<file path="config.mk">
export PLATFORM = sky130hd
export DESIGN_NAME = rcl_sched
export DESIGN_NICKNAME = d
export VERILOG_FILES = /design/src/rtl/rcl_sched_pkg.sv /design/src/rtl/rcl_req_buf.sv /design/src/rtl/rcl_sched.sv
export SDC_FILE = /design/constraint.sdc
export NUM_CORES = 1
export LEC_CHECK = 0
export CAP_MARGIN = 25
export CORE_UTILIZATION = 50
export DETAILED_ROUTE_END_ITERATION = 8
export PLACE_DENSITY = 0.74
export SLEW_MARGIN = 25
export SYNTH_ARGS = -nofsm -noshare
export SYNTH_HDL_FRONTEND = slang
export SYNTH_SLANG_ARGS = --single-unit
</file>
<file path="constraint.sdc">
create_clock -name clk -period 2.1 [get_ports clk]
set_clock_uncertainty 0.05 [all_clocks]
set_input_delay 0.42 -clock clk [delete_from_list [all_inputs] [get_ports clk]]
set_output_delay 0.42 -clock clk [all_outputs]
set_load 0.02 [all_outputs]
</file>
<file path="src/rtl/rcl_sched_pkg.sv">
// rcl_sched_pkg: shared scheduler states, relation codes and packet geometry
package rcl_sched_pkg;

    typedef enum logic [2:0] {IDLE, SEND0, SEND1, SEND2, WAIT, RESP} state_t;

    localparam logic [1:0] RES_NONE    = 2'd0;
    localparam logic [1:0] RES_TANGENT = 2'd1;
    localparam logic [1:0] RES_SECANT  = 2'd2;
    localparam logic [1:0] RES_TIMEOUT = 2'd3;

    localparam int BEATS = 3;

    typedef logic [BEATS-1:0][4:0] pkt_t;

endpackage

</file>
<file path="src/rtl/rcl_req_buf.sv">
// rcl_req_buf: per-port 3-beat packet capture with full flag and busy indication
module rcl_req_buf
    import rcl_sched_pkg::*;
(
    input  logic       clk,
    input  logic       rst,
    input  logic       in_valid,
    input  logic [4:0] coef_q,
    input  logic [4:0] coef_l,
    input  logic       clr,
    output logic       full,
    output logic       busy,
    output pkt_t       q,
    output pkt_t       l
);

    logic [1:0] idx;
    logic       take;
    logic       last_beat;

    // A full buffer refuses new beats until the scheduler returns its result
    assign take      = in_valid && !full;
    assign last_beat = idx == 2'(BEATS - 1);
    assign busy      = full || idx != 2'd0;

    // Capture beats in order; the final beat marks the packet ready
    always_ff @(posedge clk) begin
        if (rst || clr) begin
            idx  <= 2'd0;
            full <= 1'b0;
            q    <= '0;
            l    <= '0;
        end else if (take) begin
            q[idx] <= coef_q;
            l[idx] <= coef_l;
            idx    <= last_beat ? 2'd0 : idx + 2'd1;
            full   <= last_beat;
        end
    end

endmodule

</file>
<file path="src/rtl/rcl_sched.sv">
// rcl_sched: two-port round-robin scheduler feeding a shared relation engine (optional WAIT timeout via RCL_SCHED_TIMEOUT_EN)
module rcl_sched
    import rcl_sched_pkg::*;
#(
    parameter int TIMEOUT_CYC = 15
) (
    input  logic       clk,
    input  logic       rst,
    input  logic       in_valid_0,
    input  logic       in_valid_1,
    input  logic [4:0] coef_Q_0,
    input  logic [4:0] coef_Q_1,
    input  logic [4:0] coef_L_0,
    input  logic [4:0] coef_L_1,
    output logic       busy_0,
    output logic       busy_1,
    output logic       out_valid_0,
    output logic       out_valid_1,
    output logic [1:0] out_0,
    output logic [1:0] out_1,
    output logic       timeout_err,
    output logic       eng_in_valid,
    output logic [4:0] eng_coef_Q,
    output logic [4:0] eng_coef_L,
    input  logic       eng_out_valid,
    input  logic [1:0] eng_out
);

    state_t     state, nstate;
    logic       gnt, ngnt, last, tout, send, resp0, resp1;
    logic [1:0] nres, bidx, full, clr;
    logic [4:0] sel_q, sel_l;
    pkt_t       q0, l0, q1, l1;

    rcl_req_buf u_buf0 (
        .clk      (clk),
        .rst      (rst),
        .in_valid (in_valid_0),
        .coef_q   (coef_Q_0),
        .coef_l   (coef_L_0),
        .clr      (clr[0]),
        .full     (full[0]),
        .busy     (busy_0),
        .q        (q0),
        .l        (l0)
    );

    rcl_req_buf u_buf1 (
        .clk      (clk),
        .rst      (rst),
        .in_valid (in_valid_1),
        .coef_q   (coef_Q_1),
        .coef_l   (coef_L_1),
        .clr      (clr[1]),
        .full     (full[1]),
        .busy     (busy_1),
        .q        (q1),
        .l        (l1)
    );

`ifdef RCL_SCHED_TIMEOUT_EN
    localparam int CW = $clog2(TIMEOUT_CYC + 1);
    logic [CW-1:0] cnt;

    // Count cycles spent in WAIT; restarts on every entry
    always_ff @(posedge clk) begin
        if (rst || state != WAIT) cnt <= '0;
        else cnt <= cnt + 1'b1;
    end

    assign tout = state == WAIT && !eng_out_valid && cnt == CW'(TIMEOUT_CYC - 1);
`else
    assign tout = TIMEOUT_CYC < 0;
`endif

    assign clr[0] = state == RESP && !gnt;
    assign clr[1] = state == RESP && gnt;
    assign send   = nstate inside {SEND0, SEND1, SEND2};
    assign bidx   = nstate == SEND1 ? 2'd1 : nstate == SEND2 ? 2'd2 : 2'd0;
    assign sel_q  = ngnt ? q1[bidx] : q0[bidx];
    assign sel_l  = ngnt ? l1[bidx] : l0[bidx];
    assign resp0  = nstate == RESP && !ngnt;
    assign resp1  = nstate == RESP && ngnt;

    // Next state, grant choice and the result code carried into RESP
    always_comb begin
        nstate = state;
        ngnt   = gnt;
        nres   = RES_NONE;
        case (state)
            IDLE: if (|full) begin
                nstate = SEND0;
                ngnt   = &full ? !last : full[1];
            end
            SEND0: nstate = SEND1;
            SEND1: nstate = SEND2;
            SEND2: nstate = WAIT;
            WAIT: if (eng_out_valid) begin
                nstate = RESP;
                nres   = eng_out;
            end else if (tout) begin
                nstate = RESP;
                nres   = RES_TIMEOUT;
            end
            default: nstate = IDLE;
        endcase
    end

    // State, round-robin pointer and all outputs registered from the next state
    always_ff @(posedge clk) begin
        if (rst) begin
            state        <= IDLE;
            gnt          <= 1'b0;
            last         <= 1'b1;
            eng_in_valid <= 1'b0;
            eng_coef_Q   <= '0;
            eng_coef_L   <= '0;
            out_valid_0  <= 1'b0;
            out_valid_1  <= 1'b0;
            out_0        <= RES_NONE;
            out_1        <= RES_NONE;
            timeout_err  <= 1'b0;
        end else begin
            state        <= nstate;
            gnt          <= ngnt;
            last         <= state == IDLE && |full ? ngnt : last;
            eng_in_valid <= nstate == SEND0;
            eng_coef_Q   <= send ? sel_q : 5'd0;
            eng_coef_L   <= send ? sel_l : 5'd0;
            out_valid_0  <= resp0;
            out_valid_1  <= resp1;
            out_0        <= resp0 ? nres : RES_NONE;
            out_1        <= resp1 ? nres : RES_NONE;
            timeout_err  <= nstate == RESP && tout;
        end
    end

endmodule

</file>
==> out/results.ini <==
[floorplanning]
start_util_pct=52.52
io_pins=47
die_h_um=87.18
die_w_um=87.18
design.core.area_mm2=0.006907
rows=30
dieArea_mm2=0.007599

[pwr]
switchingPower_uw=936.6
p_comb_share_pct=14.3
powerDensity_mw_per_mm2=746.4
intPower_mw=2.373
p_leak_nw=1.590
pwr-share-seq_pct=53.8
p_clk_share_pct=31.9
p_sw_share_pct=28.30
irDropWorstVdd_uv=375.8

[timing]
finalSetupViolCount=0
rsz0062_at_grt=no
min_period_ns=1.998
fmax_mhz=500.5
finalHoldViolations=0
tightest_slew_ns=0.5267
final_max_slew_viol_count=0
finalSetupTns_ns=0
period_share_pct=95.14
slew_headroom_pct=64.84

[synthesis]
synthFlopType=dfxtp_1
async_flop_share_pct=0
synth-edff-count=0
synth-compound-area-share_pct=26.04
syn_area_mm2=0.003627
synth_xor_area_share_pct=0.2415
yosys.area_share.simple_pct=20.66
synthCells=445
ys_types=37
syn_nets=472
synth-seq-area-share_pct=48.57
synth_fa_ha_area_share_pct=0
synthMuxAreaShare_pct=0
ys_warn_count=0
avgSynthCellArea_um2=8.151
ys_seq_elements=88
synth_top_family_by_area=compound AO/OA/AOI/OAI gates

[setup_path]
cp_max_fo=5
arrival_ns=1.53
worst_setup_path_start_kind=flop
slowest_delay_ns=0.53
setup.worst_path.end_class=primary output
crit_type=reg2out
critical_path_buf_inv_count=2
cp_cell_sequence=nor3_2 -> inv_1 -> clkdlybuf4s50_1
crit_slowest_cell=clkdlybuf4s50_1
cp_top_family=buffers and inverters
cp.required_ns=1.63

[drt]
drt-wirelength-per-cell_um=15.04
wl_met3_um=548
wl_met1_mm=3.950
drt_wl_total_mm=8.846
drtPass1Iterations=4
ant_nets=0
drt_drc_violations_left=0
via_per_inst=5.532
top_layer=met4
wl_met2_mm=4.256
vias=3253
dr.first_iter.drc_count=196

[clock_tree]
cts.reportedPaths.clkPinSlew_ns=0.09
htree_levels=3
cts_made_buffers=9
clock_latency_ns=0.34
root_buffer=clkbuf_8
cts_sinks=88
cts_tree=built
cts.path.max_buffers=2
post_cts_buffers=0

[status]
status=finished clean

[placement]
hpwl_mm=5.893
gp_congestion=0.7750
io_buffer_count=45

[grt]
track_usage_pct=24.63
antenna_found_initial=0
grt_overflow=0
grt_max_degree=34
grt_pass1_vias=2895
grt_pass1_wl_mm=14.46

[layout]
fin_util_pct=64.20
insertedDiodeCount=0
final_nets=514
syn_to_final_growth_pct=22.25
mostFrequentLayoutCells=nand2_1, dfxtp_1, a21oi_1, clkdlybuf4s50_1, a22o_1
final_common_cell=nand2_1
drive_above_1_share_pct=9.350

[hold_path]
holdCritPathClass=reg2reg

[flow_run]
cap_violations=0

[metal layers]
layer  vias to the layer above  GRT usage [%]
li1                       1636              -
met1                      1497          33.65
met2                       111          40.09
met3                         9          3.318
met4                         0          8.644
met5                         -              0
[cells by family (layout without fill, tap and decap cells)]
family,after synthesis,after routing
simple gates,172,172
compound gates,145,145
flops,88,88
buf+inv,38,85
other cells,1,1
xor+xnor,1,1
[power groups by stage]
stage	combinational [mW]	clock, mW	sequential [mW]
final	0.473	1.06	1.78
after global routing	0.515	1.16	1.79
after CTS	0.470	1.08	1.78
after detailed placement	0.470	0	1.82
after global placement	0.464	0	1.82
after floorplan	0.287	0	1.81
[cells in the mapped netlist, types with 2 or more instances]
cell type	n	area, µm²
and3_1	6	37.54
nor3b_1	2	15.01
buf_2	4	20.02
o22ai_1	10	62.56
clkbuf_1	29	108.9
inv_1	3	11.26
nand2b_1	2	12.51
a22o_1	40	350.3
a21oi_1	86	430.4
nand3_1	2	10.01
nand3b_1	3	22.52
nand2_1	128	480.5
a41o_1	2	20.02
and2_1	2	12.51
nor2_1	11	41.29
nor4_1	2	12.51
dfxtp_1	88	1762
nor2b_1	2	12.51
o21bai_1	2	15.01
nor3_1	4	20.02
[stage by stage]
stage / hold WS (ns) / setup slack [ns] / power, mW / std cells / instance area [µm²]
final: 0.4087 / 0.1021 / 3.310 / 588 / 4434
after global routing: 0.4238 / 0.02345 / 3.461 / 588 / 4434
after CTS: 0.4107 / 0.02221 / 3.324 / 588 / 4429
after detailed placement: 0.3989 / 0.09099 / 2.288 / 572 / 4250
after global placement: 0.3929 / 0.1193 / 2.280 / 572 / 4250
after floorplan: 0.3860 / 0.5052 / 2.093 / 445 / 3627
[final timing paths]
check	startpoint	to	slack (ns)	cells past startpoint
worst max-delay path	u_buf1.idx[1]$_SDFFE_PP0P_	busy_1	0.10	3
worst min-delay path	u_buf1.q[13]$_SDFFE_PP0P_	u_buf1.q[13]$_SDFFE_PP0P_	0.41	2
worst max register to register	state[0]$_SDFF_PP0_	eng_coef_L[4]$_SDFF_PP0_	0.25	4
worst min register to register	u_buf1.q[13]$_SDFFE_PP0P_	u_buf1.q[13]$_SDFFE_PP0P_	0.41	2
[flip-flops by register name, summed over array words and instances (netlist names), 2 cells and up]
signal      flops
eng_coef_L      5
eng_coef_Q      5
out_0           2
out_1           2
state           3
u_buf0.idx      2
u_buf0.l       15
u_buf0.q       15
u_buf1.idx      2
u_buf1.l       15
u_buf1.q       15
[worst min-delay path, delay by kind of cell (launching register included)]
kind / cells / cell delay (ns)
AOI/OAI and AO/OA: 1 / 0.05
and+or+nand+nor: 1 / 0.05
DFF: 1 / 0.32
[area by class of cell]
cell class,instances,area [µm²]
Multi-Input combinational cell,319,1717
Clock buffer,9,123.9
Fill cell,617,2472
Tap cell,96,120.1
Sequential cell,88,1762
Timing Repair Buffer,66,644.4
Clock inverter,7,56.30
Inverter,3,11.26
[timing repair]
item | in CTS | in global routing
hold buffers | 0 | 0
hold endpoints to repair | 0 | 0
endpoints found under the setup margin | 1 | 1
gates resized for setup | 1 | 1
Note: power is estimated with default switching activity, not from simulation.
